[src/rtl/full_adder_behav_four.sv]
// ---------------------------------------------------------------------------
// full_adder_behav_four
//
// Purpose:
//   Small ripple-carry adder computing {Cout, Sum} = A + B + Cin.
//   It also produces a signed-overflow flag and a zero flag.
//   The adder is a generate chain of per-bit full-adder cells.
//   Each cell computes:
//     s  = a ^ b ^ c
//     co = a&b | c&(a^b)
//   The result wraps modulo 2^WIDTH and is never saturated.
//
// Configuration:
//   FA4_REG_OUT_EN  undefined (default build):
//                     Purely combinational. clk and rst_n are ignored.
//                   defined:
//                     Sum/Cout/Ovf/Zero are registered on posedge clk,
//                     giving 1-cycle latency.
//                     rst_n low immediately forces Sum=0, Cout=0, Ovf=0, Zero=1.
//
// Parameters:
//   WIDTH   operand/sum width in bits, 1..32 (default 4)
//
// Ports:
//   clk     in   1      clock (registered build only)
//   rst_n   in   1      async active-low reset (registered build only)
//   A       in   WIDTH  addend A
//   B       in   WIDTH  addend B
//   Cin     in   1      carry into bit 0
//   Sum     out  WIDTH  (A + B + Cin) mod 2^WIDTH
//   Cout    out  1      carry out of the MSB
//   Ovf     out  1      signed overflow: carry into MSB ^ carry out of MSB
//   Zero    out  1      1 when Sum == 0 (Cout is not considered)
// ---------------------------------------------------------------------------
module full_adder_behav_four #(
    parameter int WIDTH = 4
) (
    input  logic             clk,
    input  logic             rst_n,
    input  logic [WIDTH-1:0] A,
    input  logic [WIDTH-1:0] B,
    input  logic             Cin,
    output logic [WIDTH-1:0] Sum,
    output logic             Cout,
    output logic             Ovf,
    output logic             Zero
);

    // carry[i] is the carry into bit i; carry[WIDTH] is the carry out of the MSB.
    logic [WIDTH:0]   carry;
    logic [WIDTH-1:0] sumComb;
    logic             coutComb;
    logic             ovfComb;
    logic             zeroComb;

    assign carry[0] = Cin;

    genvar i;
    generate
        for (i = 0; i < WIDTH; i++) begin : gBit
            assign sumComb[i]  = A[i] ^ B[i] ^ carry[i];
            assign carry[i+1]  = (A[i] & B[i]) | (carry[i] & (A[i] ^ B[i]));
        end
    endgenerate

    assign coutComb = carry[WIDTH];
    // A signed overflow occurs exactly when the carry into the sign bit
    // differs from the carry out of it.
    assign ovfComb  = carry[WIDTH] ^ carry[WIDTH-1];
    assign zeroComb = ~|sumComb;

`ifdef FA4_REG_OUT_EN
    logic [WIDTH-1:0] sum_q, sum_d;
    logic             cout_q, cout_d;
    logic             ovf_q, ovf_d;
    logic             zero_q, zero_d;

    always_comb begin
        sum_d  = sumComb;
        cout_d = coutComb;
        ovf_d  = ovfComb;
        zero_d = zeroComb;
    end

    // Zero resets to 1 so the flags stay consistent with the reset Sum of 0.
    always_ff @(posedge clk or negedge rst_n) begin
        if (!rst_n) begin
            sum_q  <= '0;
            cout_q <= 1'b0;
            ovf_q  <= 1'b0;
            zero_q <= 1'b1;
        end else begin
            sum_q  <= sum_d;
            cout_q <= cout_d;
            ovf_q  <= ovf_d;
            zero_q <= zero_d;
        end
    end

    assign Sum  = sum_q;
    assign Cout = cout_q;
    assign Ovf  = ovf_q;
    assign Zero = zero_q;
`else
    // clk and rst_n have no function in the combinational build.
    // They are folded into one deliberately unused net.
    logic unusedInputs;
    assign unusedInputs = clk ^ rst_n;

    assign Sum  = sumComb;
    assign Cout = coutComb;
    assign Ovf  = ovfComb;
    assign Zero = zeroComb;
`endif

endmodule

[config.mk]
export PLATFORM = sky130hd
export DESIGN_NAME = full_adder_behav_four
export DESIGN_NICKNAME = d
export VERILOG_FILES = /design/src/rtl/full_adder_behav_four.sv
export SDC_FILE = /design/constraint.sdc
export NUM_CORES = 1
export LEC_CHECK = 0
export CAP_MARGIN = 20
export CORE_AREA = 3 3 40 42
export DETAILED_ROUTE_END_ITERATION = 8
export DIE_AREA = 0 0 43 45
export GPL_ROUTABILITY_DRIVEN = 0
export GPL_TIMING_DRIVEN = 0
export PLACE_DENSITY_LB_ADDON = 0.25
export SETUP_SLACK_MARGIN = 0.15
export SYNTH_ARGS = -nofsm -noshare
export SYNTH_HDL_FRONTEND = slang
export SYNTH_SLANG_ARGS = --single-unit
[constraint.sdc]
create_clock -name vclk -period 3.25
set_input_delay 0.65 -clock vclk [all_inputs]
set_output_delay 0.65 -clock vclk [all_outputs]
set_load 0.005 [all_outputs]
==> metrics.cfg <==
[final_layout]
layout_commonest_cell=clkdlybuf4s50_1
nClkBuffers=0
nNetsFinal=44
post-route-util_pct=23.27
multiInputGateArea_um2=122.6
diodes=0
drive_gt1_share_pct=44.44
design.seq.count=0
syn2layout_area_growth_pct=143.9
fin_cells=42
ff_latch_area_um2=0
final_cell_mix=6 x clkdlybuf4s50_1, 5 x buf_2, 4 x inv_1, 4 x fa_2
n_fill_cell=142

[route]
route.top_layer_used=met3
drt_iter0_drc=0
route.vias.total=130
drt-wirelength-per-cell_um=8.548
routed_wirelength_um=359
antenna_left=0
met2_length_um=154
wl_met1_um=155
drcViolationCount=0
firstDrtPassIters=1
vias_per_cell=3.095
wl_met3_um=49

[die]
core_region_area_um2=1285
initial_core_util_pct=9.542
rows=13
fp.dieW_um=43
die_h_um=45
ios=18
die_area_um2=1935

[setup_path]
crit_type=in -> out
critPathMaxFanout=2
start_kind=input port
critPathSlowestCell=fa_2
cp.buffers_inverters=3
crit_cells=8
crit_path_max_incr_delay_ns=0.44
required_ns=2.60
critPathCaptureType=output port
worst_ep_arrival_time_ns=2.58
crit_family=adder cells
critical_path.most_common_cell=fa_2
crit_path_cell_trace=buf_6 -> fa_2 -> fa_2 -> fa_2 -> inv_2 -> fa_2 -> nor4b_4 -> buf_2

[sta]
rsz0062_at_grt=yes
slew_viol_final=0
setup_ws_ns=0.01610
fin_crit_ns=3.234
worst_pin_slew_ns=0.1668
fin_crit_sh_pct=99.50
setup_viol=0
relSlewSlack_pct=88.83
hold_viol=0
max_freq_mhz=309.2

[pwr]
finalPower_mw=0.06277
combPwrFrac_pct=100.0
p_leak_nw=0.1484
peakVddDrop_v=0.00007207
seqPwrFrac_pct=0
power_switching_mw=0.02400
p_per_area_nw_per_um2=209.9
p_sw_share_pct=38.23
power.share.clock_pct=0
internal-power_mw=0.03878

[global_route]
globalRoute.totalOverflow=0
grt_pass1_vias=147
grt_max_degree=3
grt_usage_pct=4.264
antenna_found_initial=0
grt_first_pass_wirelength_um=669

[synthesis]
syn_inst=11
synth_cell_types=4
ys_warn_count=0
synthMuxAreaShare_pct=0
synthSimpleGateAreaFrac_pct=12.24
syn-cell-area_um2=122.6
synthAdderAreaFrac_pct=65.31
syn_area_per_cell_um2=11.15
synth_top_cell_by_area=fa_1
synthTopCellsByArea=fa_1 65%, inv_1 15%, nor4b_2 12%, xnor2_1 7.1%
synth_top_family_by_area=adder cells
synth_top_area_share_pct=65.31
synth_compound_area_share_pct=0
synthXorXnorAreaFrac_pct=7.143
synth_nets=26
yosysSeqAreaShare_pct=0

[placed_design]
dp_slack_ns=-0.7690
portBuffers=16
dp_cells=42

[cts]
cts_setup_buffers=0
holdBufCountCts=0

[outcome]
outcome=complete, no violations

[job]
cap_violations=0

[worst_hold_path]
whs_path_depth=4
hold_path.class=in -> out

[cells by family after synthesis]
logic type / count (synthesis)
xor+xnor: 1
fa+ha+maj: 4
buf+inv: 5
simple gates: 1
[synthesized netlist by cell type (all sizes together)]
library cell and count:
fa 4, xnor2 1, nor4b 1, inv 5
[final timing paths]
check | from | end | slack (ns)
worst min-delay path | A[0] | Zero | 1.78
worst max-delay path | A[0] | Zero | 0.02
[stage by stage]
step                setup TNS, ns  hold WS (ns)  area (um2)
finish                          0         1.776       299.0
global route             -0.02474         1.809       299.0
CTS                       -0.1446         1.760       289.0
detailed placement         -2.791         2.444       306.5
global placement           -2.768         2.439       306.5
floorplan                       0         1.484       127.6
[power groups by stage]
stage | logic [mW] | clock network (mW) | registers, mW
after CTS | 0.0609 | 0 | 0
after floorplan | 0.0241 | 0 | 0
after detailed placement | 0.0667 | 0 | 0
after global placement | 0.0662 | 0 | 0
after global routing | 0.0691 | 0 | 0
final | 0.0628 | 0 | 0
[timing repair]
item,CTS,global route
setup endpoints to repair,6,4
gates cloned,0,0
pin swaps,4,3
gates resized for setup,28,5
[layer usage]
metal / global-route usage (%) / vias up
met5: 0 / -
met2: 6.886 / 13
met3: 0 / 0
met4: 0 / 0
met1: 6.829 / 55
li1: - / 62
[final cells by class]
| type | count | area share (%) |
|---|---|---|
| Inverter | 5 | 6.276 |
| Multi-Input combinational cell | 6 | 41.00 |
| Tap cell | 15 | 6.276 |
| Timing Repair Buffer | 16 | 46.44 |
(Power assumes the default switching activity.)
